`src/rtl/hazard_scoreboard_pkg.sv`:
```
// Shared definitions for the hazard scoreboard: forward-select encodings and
// the layout of one scoreboard entry {vld, rd, ld}.
package hazard_scoreboard_pkg;

    // EX operand source selects
    localparam logic [1:0] FWD_RF  = 2'b00;
    localparam logic [1:0] FWD_MEM = 2'b01;
    localparam logic [1:0] FWD_WB  = 2'b10;

    // Entry layout, LSB first: ld, rd[aw-1:0], vld
    localparam int unsigned ENT_LD_BIT = 0;
    localparam int unsigned ENT_RD_LSB = 1;

    function automatic int unsigned ent_vld_bit(input int unsigned aw);
        return aw + 1;
    endfunction

    function automatic int unsigned ent_width(input int unsigned aw);
        return aw + 2;
    endfunction

endpackage

```
`src/rtl/hazard_scoreboard_match.sv`:
```
// Compares one source register against one scoreboard entry.
// Register 0 never matches.
module hazard_match #(
    parameter int unsigned AW = 5
) (
    input  logic          use_en,
    input  logic [AW-1:0] src,
    input  logic          ent_vld,
    input  logic [AW-1:0] ent_rd,
    output logic          hit
);

    assign hit = use_en & (src != '0) & ent_vld & (ent_rd == src);

endmodule

```
`src/rtl/hazard_scoreboard.sv`:
```
// Hazard detection / forwarding unit beside the ID stage.
// Tracks in-flight destinations for EX, MEM, WB and stalls ID on RAW hazards.
// Optional macro HAZARD_FORWARD_EN: enables EX operand forwarding, so only
// load-use hazards stall; when undefined, forward selects are tied to regfile.
// State updates on the falling clock edge to match the pipeline registers.
module hazard_scoreboard
    import hazard_scoreboard_pkg::*;
#(
    parameter int unsigned REG_AW        = 5,
    parameter int unsigned DEPTH         = 3,
    parameter int unsigned RF_WRITE_THRU = 0,
    parameter int unsigned CNT_W         = 16
) (
    input  logic              clk,
    input  logic              rst_n,
    input  logic              id_valid,
    input  logic [REG_AW-1:0] id_rs,
    input  logic [REG_AW-1:0] id_rt,
    input  logic              id_use_rs,
    input  logic              id_use_rt,
    input  logic              id_regwr,
    input  logic [REG_AW-1:0] id_rd,
    input  logic              id_is_load,
    input  logic              flush,
    input  logic              cnt_clr,
    output logic              stall,
    output logic [1:0]        fwd_a_sel,
    output logic [1:0]        fwd_b_sel,
    output logic [CNT_W-1:0]  stall_cnt
);

    localparam int unsigned EW = ent_width(REG_AW);
    localparam int unsigned VB = ent_vld_bit(REG_AW);
`ifdef HAZARD_FORWARD_EN
    // With forwarding only the EX entry (load-use) can force a stall.
    localparam int unsigned NCHK = 1;
`else
    localparam int unsigned NCHK = (RF_WRITE_THRU != 0) ? DEPTH - 1 : DEPTH;
`endif

    logic [EW-1:0]    entry_q [DEPTH];
    logic [NCHK-1:0]  id_hit_rs;
    logic [NCHK-1:0]  id_hit_rt;
    logic [CNT_W-1:0] stall_cnt_q;
    logic             unused_ent;

    for (genvar k = 0; k < NCHK; k++) begin : g_id_chk
        hazard_match #(.AW(REG_AW)) u_rs (
            .use_en  (id_use_rs),
            .src     (id_rs),
            .ent_vld (entry_q[k][VB]),
            .ent_rd  (entry_q[k][VB-1:ENT_RD_LSB]),
            .hit     (id_hit_rs[k])
        );
        hazard_match #(.AW(REG_AW)) u_rt (
            .use_en  (id_use_rt),
            .src     (id_rt),
            .ent_vld (entry_q[k][VB]),
            .ent_rd  (entry_q[k][VB-1:ENT_RD_LSB]),
            .hit     (id_hit_rt[k])
        );
    end

    // Stall request; flush kills the ID instruction so it never stalls.
    always_comb begin
`ifdef HAZARD_FORWARD_EN
        stall = id_valid & ~flush & entry_q[0][ENT_LD_BIT] & (id_hit_rs[0] | id_hit_rt[0]);
`else
        stall = id_valid & ~flush & (|(id_hit_rs | id_hit_rt));
`endif
    end

    // Scoreboard shift: ID enters EX slot, or a bubble on stall/flush.
    always_ff @(negedge clk or negedge rst_n) begin
        if (!rst_n) begin
            for (int unsigned k = 0; k < DEPTH; k++) entry_q[k] <= '0;
        end else begin
            for (int unsigned k = 1; k < DEPTH; k++) entry_q[k] <= entry_q[k-1];
            if (flush || stall) begin
                entry_q[0] <= '0;
            end else begin
                entry_q[0] <= {id_valid & id_regwr & (id_rd != '0), id_rd, id_is_load};
            end
        end
    end

    // Saturating stall counter; clear wins over increment.
    always_ff @(negedge clk or negedge rst_n) begin
        if (!rst_n) begin
            stall_cnt_q <= '0;
        end else if (cnt_clr) begin
            stall_cnt_q <= '0;
        end else if (stall && (stall_cnt_q != '1)) begin
            stall_cnt_q <= stall_cnt_q + 1'b1;
        end
    end

    assign stall_cnt = stall_cnt_q;

`ifdef HAZARD_FORWARD_EN
    logic [REG_AW-1:0] ex_rs_q;
    logic [REG_AW-1:0] ex_rt_q;
    logic              ex_use_rs_q;
    logic              ex_use_rt_q;
    logic [1:0]        ex_hit_rs;  // [0] MEM, [1] WB
    logic [1:0]        ex_hit_rt;
    logic              mem_not_ld;

    // EX-stage source latch; a bubble carries no operand uses.
    always_ff @(negedge clk or negedge rst_n) begin
        if (!rst_n) begin
            ex_rs_q     <= '0;
            ex_rt_q     <= '0;
            ex_use_rs_q <= 1'b0;
            ex_use_rt_q <= 1'b0;
        end else if (flush || stall) begin
            ex_use_rs_q <= 1'b0;
            ex_use_rt_q <= 1'b0;
        end else begin
            ex_rs_q     <= id_rs;
            ex_rt_q     <= id_rt;
            ex_use_rs_q <= id_valid & id_use_rs;
            ex_use_rt_q <= id_valid & id_use_rt;
        end
    end

    for (genvar s = 0; s < 2; s++) begin : g_ex_chk
        hazard_match #(.AW(REG_AW)) u_rs (
            .use_en  (ex_use_rs_q),
            .src     (ex_rs_q),
            .ent_vld (entry_q[s+1][VB]),
            .ent_rd  (entry_q[s+1][VB-1:ENT_RD_LSB]),
            .hit     (ex_hit_rs[s])
        );
        hazard_match #(.AW(REG_AW)) u_rt (
            .use_en  (ex_use_rt_q),
            .src     (ex_rt_q),
            .ent_vld (entry_q[s+1][VB]),
            .ent_rd  (entry_q[s+1][VB-1:ENT_RD_LSB]),
            .hit     (ex_hit_rt[s])
        );
    end

    // A load in MEM has no data yet; the load-use stall keeps it from matching.
    assign mem_not_ld = ~entry_q[1][ENT_LD_BIT];

    // Forward select: MEM (youngest) over WB over regfile.
    always_comb begin
        fwd_a_sel = FWD_RF;
        fwd_b_sel = FWD_RF;
        if (ex_hit_rs[0] && mem_not_ld) fwd_a_sel = FWD_MEM;
        else if (ex_hit_rs[1])          fwd_a_sel = FWD_WB;
        if (ex_hit_rt[0] && mem_not_ld) fwd_b_sel = FWD_MEM;
        else if (ex_hit_rt[1])          fwd_b_sel = FWD_WB;
    end
`else
    assign fwd_a_sel = FWD_RF;
    assign fwd_b_sel = FWD_RF;
`endif

    // Entry bits not consumed in every configuration.
    always_comb begin
        unused_ent = id_is_load;
        for (int unsigned k = 0; k < DEPTH; k++) unused_ent = unused_ent ^ (^entry_q[k]);
    end

endmodule

```
`config.mk`:
```
export PLATFORM = sky130hd
export DESIGN_NAME = hazard_scoreboard
export DESIGN_NICKNAME = d
export VERILOG_FILES = /design/src/rtl/hazard_scoreboard_pkg.sv /design/src/rtl/hazard_scoreboard_match.sv /design/src/rtl/hazard_scoreboard.sv
export SDC_FILE = /design/constraint.sdc
export NUM_CORES = 1
export LEC_CHECK = 0
export ABC_CLOCK_PERIOD_IN_PS = 3660
export BUFFER_PORTS_ARGS = -buffer_cell sky130_fd_sc_hd__buf_4
export CORE_ASPECT_RATIO = 0.75
export CORE_MARGIN = 5
export CORE_UTILIZATION = 35
export CTS_CLUSTER_SIZE = 16
export DETAILED_ROUTE_END_ITERATION = 6
export RECOVER_POWER = 25
export SYNTH_ARGS = -nofsm -noshare
export SYNTH_HDL_FRONTEND = slang
export SYNTH_SLANG_ARGS = --single-unit
```
`constraint.sdc`:
```
create_clock -name clk -period 3.66 [get_ports clk]
set_clock_uncertainty 0.2 [all_clocks]
set_input_delay 0 -clock clk [delete_from_list [all_inputs] [get_ports clk]]
set_output_delay 0 -clock clk [all_outputs]
set_load 0.01 [all_outputs]
```
==> results.toml, run 1 <==
[cts]
cts_tree = "done"
cts.path.max_buffers = 2
clk_pin_slew_ns = 0.05
clock_latency_ns = 0.30
cts_inserted_buffers = 5
cts-htree-levels = 2
cts_sinks = 34
cts_root_buf = "clkbuf_8"

[synth]
synth_cell_type_count = 42
synth_commonest_cells = "34 x dfrtn_1, 24 x xor2_1, 17 x nor2_1"
syn_inst = 182
yosys_warnings = 0
synth-seq-area-share_pct = 43.98
synthTopCellsByArea = "dfrtn_1 44%, xor2_1 11%, mux2_2 4.7%"
synthArstFlopShare_pct = 100.0
syn_area_um2 = 1934
synth_top_area_share_pct = 43.98
synthFlopType = "dfrtn_1"
synth_seq_cells = 34
yosysTopAreaCell = "dfrtn_1"
post-synth-top-count-cell = "dfrtn_1"
synth_enable_flop_cells = 0
syn_area_per_cell_um2 = 10.63

[worst_setup_path]
worstPathArrival_ns = 3.79
crit_path_end_kind = "output port"
r2r-end = "stall_cnt[14]"
reg2regPathDepth = 13
r2r-start = "entry_q[11]"
cp-start-kind = "flip-flop"
cp_data_required_time_ns = 3.46
rrSetupSlack_ns = 1.09
critical_path.max_fanout = 3
crit_type = "reg2out"

[die]
start_util_pct = 36.14
dieArea_um2 = 7129
ioPinCount = 45
fp-row-count = 23
fp.dieH_um = 74.38
die_x_um = 95.84
core_area_um2 = 5353

[global_route]
overflow = 0
grt_max_degree = 35
grt_pass1_vias = 1494
track_usage_pct = 13.87
antenna_found_initial = 0
grt_pass1_wl_um = 7410

[placement]
dp.final_hpwl_um = 3383
portBuffers = 39
place_congestion = 0.8258

[route]
drc_errors = 0
drt_iter0_drc = 156
ant_nets = 0
vias = 1551
finalWirelength_um = 4686
viasPerCell = 4.772
wl_per_cell_um = 14.42
dr.pass1.iters = 4

[status]
status = "finished with violations"
violations = "negative setup slack"

[min_path]
hold_depth = 0
worstHoldPathType = "reg2reg"
hold_end = "entry_q[13]"
hold_start = "entry_q[20]"

[cells_and_area]
drive_gt1_share_pct = 40.00
num_antenna_cells = 0
area_growth_pct = 37.39
fin_nets = 274
finish.utilization_pct = 49.65

[sta]
setup_viol = 8
finalWorstSetupSlack_ns = -0.3266
worst_slew_pin_slew_ns = 0.8400
rsz0062_at_grt = "yes"
slew_viol_final = 0
whs_ns = 0.1604
maxSlewHeadroom_pct = 44.00
final_hold_viol_count = 0

[pwr]
powerDensity_nw_per_um2 = 342.8
vdd_drop_max_mv = 0.1856
p_leak_nw = 1.280

[flow_run]
maxCapViolCount = 0
==> metal layers <==
metal / routed length (um) / track usage, % / vias to the layer above
met5: 0 / 0 / -
met4: 73 / 5.205 / 0
met3: 272 / 4.247 / 6
met2: 1926 / 18.64 / 45
met1: 2413 / 20.67 / 732
li1: - / - / 768
==> where the power goes <==
| group | switching (mW) | internal, mW | total [mW] | leakage [nW] |
|---|---|---|---|---|
| sequential | 0.00939 | 0.388 | 0.398 | 0.457 |
| clock | 0.146 | 0.273 | 0.419 | 0.0683 |
| combinational | 0.0480 | 0.0463 | 0.0943 | 0.754 |
| total | 0.204 | 0.707 | 0.911 | 1.28 |
==> cells in the final DEF, fill, tap and decap left out, types with 3 or more instances in the layout <==
cell type	instances
dfrtn_1	34
clkbuf_8	5
conb_1	4
buf_6	3
nor3_1	3
and2_1	6
clkbuf_1	3
inv_1	4
nor4_1	5
nand4_1	6
a21oi_1	3
nand2_1	3
buf_4	57
nor2_1	17
nand3_1	5
mux2_2	7
nor2b_1	8
xor2_1	24
xnor2_1	8
and3_1	8
==> worst max-delay path by stage <==
stage | from | endpoint | slack [ns]
CTS | entry_q[1] | stall | -0.25
global route | entry_q[10] | stall | -0.41
finish | entry_q[11] | stall | -0.33
global placement | id_rs[2] | stall_cnt[9] | -0.23
floorplan | id_rs[2] | stall_cnt[15] | -0.04
detailed placement | id_rs[2] | stall_cnt[9] | -0.26
==> cell type report <==
class | instances | area, um^2
timing repair buffer | 65 | 493.0
fill | 509 | 2695
tap | 75 | 93.84
clock inverter | 3 | 68.82
clock buffer | 5 | 68.82
sequential | 34 | 850.8
multi-input combinational | 139 | 1067
inverter | 4 | 15.01
==> sequential cells by signal, summed over array words and instances, names as in the netlist <==
name / count
entry_q: 18
stall_cnt: 16
==> stage by stage <==
stage	setup TNS (ns)	setup WS [ns]	cells	instance area, um^2	total power, mW
global route	-1.459	-0.4114	325	2658	0.9485
CTS	-0.4039	-0.2481	319	2580	0.9137
global placement	-3.014	-0.2340	305	2379	0.4939
detailed placement	-3.910	-0.2632	305	2379	0.4943
finish	-0.5771	-0.3266	325	2658	0.9110
floorplan	-0.1466	-0.03783	185	1957	0.4467
==> critical path, stage by stage, from the launching register on <==
cell	delay (ns)
dfrtn_1	0.39
buf_4	0.15
xor2_1	0.14
nor4_1	0.20
and3_1	0.29
nor3_2	0.08
o22ai_2	0.15
buf_4	0.16
buf_6	0.09
==> timing repair <==
action                                  4_1_cts  5_1_grt
endpoints found under the setup margin        1       22
resized for setup                             3       10
hold buffers                                  0        0
pin swaps                                     6       13
endpoints found under the hold margin         0        0
buffers inserted                              6        5
cloned                                        0        1
==> cells by family (layout without fill, tap and decap cells) <==
kind of cell | Yosys count | count (layout) | synth area share, %
AND/OR/NAND/NOR | 75 | 76 | 22.32
buffers and inverters | 13 | 77 | 4.786
adder cells (fa/ha/maj) | 1 | 1 | 0.6467
XOR/XNOR | 32 | 32 | 14.49
AO/OA/AOI/OAI | 16 | 16 | 7.633
flip-flops | 34 | 34 | 43.98
multiplexers | 10 | 10 | 5.951
other | 1 | 4 | 0.1939
Note: power is estimated with default switching activity, not from simulation.
==> run 2: changes to the inputs <==
--- a/config.mk
+++ b/config.mk
@@ -5,6 +5,7 @@
 export SDC_FILE = /design/constraint.sdc
 export NUM_CORES = 1
 export LEC_CHECK = 0
+export ABC_AREA = 1
 export ABC_CLOCK_PERIOD_IN_PS = 3660
 export BUFFER_PORTS_ARGS = -buffer_cell sky130_fd_sc_hd__buf_4
 export CORE_ASPECT_RATIO = 0.75
==> constraint.sdc (replaced) <==
create_clock -name clk -period 3.66 [get_ports clk]
set_clock_uncertainty 0.2 [all_clocks]
set_input_delay 0.183 -clock clk [delete_from_list [all_inputs] [get_ports clk]]
set_output_delay 0.183 -clock clk [all_outputs]
set_load 0.01 [all_outputs]
==> run 2 against run 1 <==
The flow still finishes with violations (negative setup slack). Sequential cell count unchanged. Combinational power increased by 31%. Critical path depth increased by 3. Synthesized cell count increased by 84%.
==> results.toml, run 2 <==
[die]
core_area_um2 = 6225
fp-row-count = 25
fp.dieH_um = 78.77
start_util_pct = 35.46
dieArea_um2 = 8011
ioPinCount = 45
die_x_um = 101.7

[placement]
place_inst = 450
portBuffers = 39
pre_cts_ws_ns = 0.03212
place_congestion = 0.9028
dp.final_hpwl_um = 4266

[route]
wl_met3_um = 340
drt_iter0_drc = 130
finalWirelength_um = 5631
dr.pass1.iters = 4
top_layer_used = "met4"
wl_met2_um = 2260
drc_errors = 0
viasPerCell = 4.611
ant_nets = 0
wl_per_cell_um = 12.16
vias = 2135
drt-met1-wl_um = 2973

[synth]
synth_cell_type_count = 31
synthTopCellsByArea = "dfrtn_1 39%, nand2_1 21%, nor2_1 8.5%"
post-synth-top-count-cell = "nand2_1"
synth_top_area_share_pct = 38.55
synth_enable_flop_cells = 0
synth_seq_cells = 34
yosysTopAreaCell = "dfrtn_1"
synthFlopType = "dfrtn_1"
synthArstFlopShare_pct = 100.0
syn_area_per_cell_um2 = 6.608
syn_inst = 334
syn_area_um2 = 2207
yosys_warnings = 0
synth-seq-area-share_pct = 38.55
synth_commonest_cells = "122 x nand2_1, 50 x nor2_1, 34 x dfrtn_1"

[cts]
cts.path.max_buffers = 2
clk_pin_slew_ns = 0.05
cts_sinks = 34
cts-htree-levels = 2
cts_tree = "done"
clock_latency_ns = 0.30
cts_inserted_buffers = 5
cts_root_buf = "clkbuf_8"

[global_route]
grt_pass1_vias = 1883
overflow = 0
antenna_found_initial = 0
track_usage_pct = 15.00
grt_pass1_wl_um = 9335
grt_max_degree = 35

[pwr]
powerDensity_nw_per_um2 = 322.0
vdd_drop_max_mv = 0.1476
p_leak_nw = 1.469

[cells_and_area]
layout_commonest_cell = "nand2_1"
largest_reg_flops = 18
finish.utilization_pct = 43.76
num_antenna_cells = 0
drive_gt1_share_pct = 21.47
area_growth_pct = 23.41
finalNonFillerCells = 463
fin_nets = 406
final_cell_mix = "119 x nand2_1, 50 x nor2_1, 43 x buf_4"
largest-register = "entry_q"

[status]
status = "finished with violations"
violations = "negative setup slack"

[worst_setup_path]
critical_path.max_fanout = 4
cp_data_required_time_ns = 3.28
crit_type = "reg2out"
cp-start-kind = "flip-flop"
r2r-start = "stall_cnt[0]"
crit_path_end_kind = "output port"
crit_path_start = "entry_q[8]"
worstPathArrival_ns = 3.42

[sta]
worst_slew_pin_slew_ns = 0.8323
slew_viol_final = 0
maxSlewHeadroom_pct = 44.51
whs_ns = 0.1227
final_hold_viol_count = 0
finalWorstSetupSlack_ns = -0.1447
rsz0062_at_grt = "yes"
setup_viol = 1

[flow_run]
maxCapViolCount = 0

[min_path]
worstHoldPathType = "reg2reg"
hold_start = "entry_q[17]"
[run 2: logic make-up (layout without fill, tap and decap cells)]
family	after synthesis	after routing	share of synthesized area [%]
AO/OA/AOI/OAI	17	17	4.309
flip-flops	34	34	38.55
AND/OR/NAND/NOR	220	220	43.54
XOR/XNOR	5	5	1.984
adder cells (fa/ha/maj)	1	1	0.5668
buffers and inverters	56	101	10.88
other	1	4	0.1699
[run 2: path summary, 6_finish.rpt]
check                                    end  slack, ns  cells after the start
max in group asynchronous         entry_q[4]       1.22                      1
worst max register to register  stall_cnt[8]       1.51                      8
worst max-delay path                   stall      -0.14                     11
worst min-delay path             entry_q[10]       0.12                      0
min in group asynchronous        entry_q[18]       1.49                      1
worst min register to register   entry_q[10]       0.12                      0
[run 2: repair_timing]
item,4_1_cts,5_1_grt
pin swaps,5,9
hold buffers,0,0
buffers inserted,3,2
gates resized for setup,5,4
endpoints found under the setup margin,1,1
[run 2: critical path, stage by stage (launching register included)]
cell,delay [ns]
dfrtn_1,0.48
inv_1,0.07
nand2_1,0.07
nand2_1,0.05
nor2_1,0.09
nand3_1,0.07
nand3_1,0.08
nand2_1,0.06
nand2_2,0.09
nand2_4,0.06
inv_2,0.07
buf_6,0.09
[run 2: final cells by class]
cell class                      instances  area [um^2]
Clock buffer                            5        68.82
Clock inverter                          3        40.04
Fill cell                             675         3501
Inverter                               47        176.4
Multi-Input combinational cell        247         1140
Sequential cell                        34        850.8
Tap cell                               81        101.3
Timing Repair Buffer                   46        346.6
[run 2: stage by stage]
stage | area (um^2) | TNS (ns) | total power, mW
2_1_floorplan | 2218 | 0 | 0.4815
3_3_place_gp | 2564 | 0 | 0.5343
3_5_place_dp | 2564 | 0 | 0.5354
4_1_cts | 2709 | -0.1463 | 0.8874
5_1_grt | 2724 | -0.2738 | 0.9249
6_report | 2724 | -0.1447 | 0.8772
[run 2: power by group]
group / switching [mW] / total [mW] / internal [mW]
Clock: 0.144 / 0.345 / 0.200
Sequential: 0.0154 / 0.408 / 0.393
Combinational: 0.0744 / 0.124 / 0.0499
Total: 0.234 / 0.877 / 0.643
[run 2: per-layer routing]
metal,up-vias,global-route usage [%]
li1,1117,-
met1,964,23.30
met2,48,19.84
met3,6,3.951
met4,0,4.515
met5,-,0
==> run 3: changes to the inputs <==
--- a/config.mk
+++ b/config.mk
@@ -14,6 +14,7 @@
 export CTS_CLUSTER_SIZE = 16
 export DETAILED_ROUTE_END_ITERATION = 6
 export RECOVER_POWER = 25
+export SETUP_SLACK_MARGIN = 0.4
 export SYNTH_ARGS = -nofsm -noshare
 export SYNTH_HDL_FRONTEND = slang
 export SYNTH_SLANG_ARGS = --single-unit
==> run 3 against run 2 <==
Final area is 21% higher. Global-route usage up 0.080 points. Sequential share of layout area shrank 5.4 points. Combinational power increased by 33%. Non-clock buffer count is 22 higher. Total power increased by 5.2%. Clock-buffer cell count is the same. The run still ends with negative setup slack left.
==> results.toml, run 3 (synthesis results as in run 2) <==
[global_route]
antenna_found_initial = 0
grt_pass1_wl_um = 9666
track_usage_pct = 15.08
overflow = 0
grt_pass1_vias = 1988
grt_max_degree = 35

[worst_setup_path]
worstPathArrival_ns = 3.45
crit_type = "reg2out"
cp_data_required_time_ns = 3.28
cp_slowest_cell = "dfrtn_1"
crit_chain = "inv_1 > nand2_1 > nand2_1 > nor2_1 > nand3_1 > nand3_1 > nand2_2 > nand2_4 > nand2_4 > inv_2 > buf_6"
critPathMaxStageDelay_ns = 0.44
critical_path.max_fanout = 4
crit_path_end_kind = "output port"
cp-start-kind = "flip-flop"

[pwr]
swShare_pct = 27.76
vdd_drop_max_mv = 0.1443
power.switching_mw = 0.2561
p_clk_share_pct = 37.8
pwr-share-comb_pct = 17.9
p_seq_share_pct = 44.3
powerDensity_nw_per_um2 = 280.2
internal-power_mw = 0.6664
p_leak_nw = 1.676
power_mw = 0.9225

[cells_and_area]
drive_gt1_share_pct = 40.25
layout_commonest_cell = "nand2_1"
fin_nets = 429
largest_reg_flops = 18
largest-register = "entry_q"
final_cell_mix = "84 x nand2_1, 47 x buf_4, 45 x nor2_1"
num_antenna_cells = 0
area_growth_pct = 49.15

[die]
fp.dieH_um = 78.77
core_area_um2 = 6225
die_x_um = 101.7
start_util_pct = 35.46
ioPinCount = 45
dieArea_um2 = 8011
fp-row-count = 25

[route]
vias = 2321
drc_errors = 0
dr.pass1.iters = 4
ant_nets = 0
viasPerCell = 4.776
finalWirelength_um = 6423
drt_iter0_drc = 200
wl_per_cell_um = 13.22

[sta]
final_hold_viol_count = 0
rsz0062_at_grt = "yes"
worst_slew_pin_slew_ns = 0.8604
finalWorstSetupSlack_ns = -0.1773
maxSlewHeadroom_pct = 42.64
slew_viol_final = 0
setup_viol = 17
whs_ns = 0.1166

[cts]
cts_sinks = 34
cts.path.max_buffers = 2
cts_tree = "done"
clock_latency_ns = 0.29
cts-htree-levels = 2
clk_pin_slew_ns = 0.05
cts_inserted_buffers = 5
cts_root_buf = "clkbuf_8"
cts.hold.buffers_added = 0

[placement]
portBuffers = 39
place_congestion = 0.8824
dp.final_hpwl_um = 4367

[min_path]
worstHoldPathType = "reg2reg"

[status]
violations = "negative setup slack"
status = "finished with violations"

[flow_run]
maxCapViolCount = 0
==> run 3: final cells by class <==
class                           instances  area [um^2]
Inverter                               47        206.4
Timing Repair Buffer                   68        646.9
Tap cell                               81        101.3
Multi-Input combinational cell        248         1373
Clock buffer                            5        68.82
Fill cell                             606         2933
Sequential cell                        34        850.8
Clock inverter                          3        45.04
==> run 3: stage by stage <==
step,std cells,setup slack [ns],TNS (ns),instance area (um^2),utilization [%]
after floorplan,337,0.3857,0,2223,-
after global placement,452,0.04284,0,2584,41.51
after detailed placement,452,0.04359,0,2584,41.51
after CTS,465,-0.1881,-0.1881,2924,46.97
after global routing,486,-0.2612,-2.671,3292,52.88
final,486,-0.1773,-1.653,3292,52.88
==> run 3: worst paths after layout <==
| path | start | to | slack (ns) | depth (start not counted) |
|---|---|---|---|---|
| max | entry_q[11] | stall | -0.18 | 11 |
| min | entry_q[17] | entry_q[10] | 0.12 | 0 |
| max reg2reg | entry_q[8] | stall_cnt[13] | 1.22 | 18 |
| min reg2reg | entry_q[17] | entry_q[10] | 0.12 | 0 |
| max in group asynchronous | rst_n | stall_cnt[12] | 1.18 | 1 |
| min in group asynchronous | rst_n | entry_q[9] | 1.51 | 1 |
==> run 3: metal layers <==
metal / global-route usage, % / up-vias / share of wire [%]
li1: - / 1171 / -
met1: 24.70 / 1084 / 51
met2: 20.69 / 64 / 44
met3: 2.634 / 2 / 5.3
met4: 1.992 / 0 / 0.45
met5: 0 / - / 0
==> run 3: power groups by stage <==
stage / registers, mW / logic, mW / clock network (mW)
final: 0.408 / 0.165 / 0.349
after floorplan: 0.412 / 0.0694 / 0
after detailed placement: 0.415 / 0.124 / 0
after global placement: 0.414 / 0.123 / 0
after CTS: 0.408 / 0.140 / 0.356
after global routing: 0.410 / 0.185 / 0.373
==> run 3: timing repair <==
item | CTS | global route
setup buffers | 5 | 19
pin swaps | 37 | 38
endpoints found under the setup margin | 17 | 24
gates cloned | 0 | 2
gates resized for setup | 54 | 56
==> run 3: critical path: cells and delay by family, from the launching register on <==
family | cells | cell delay [ns]
buf+inv | 3 | 0.22
flops | 1 | 0.44
simple gates | 8 | 0.66
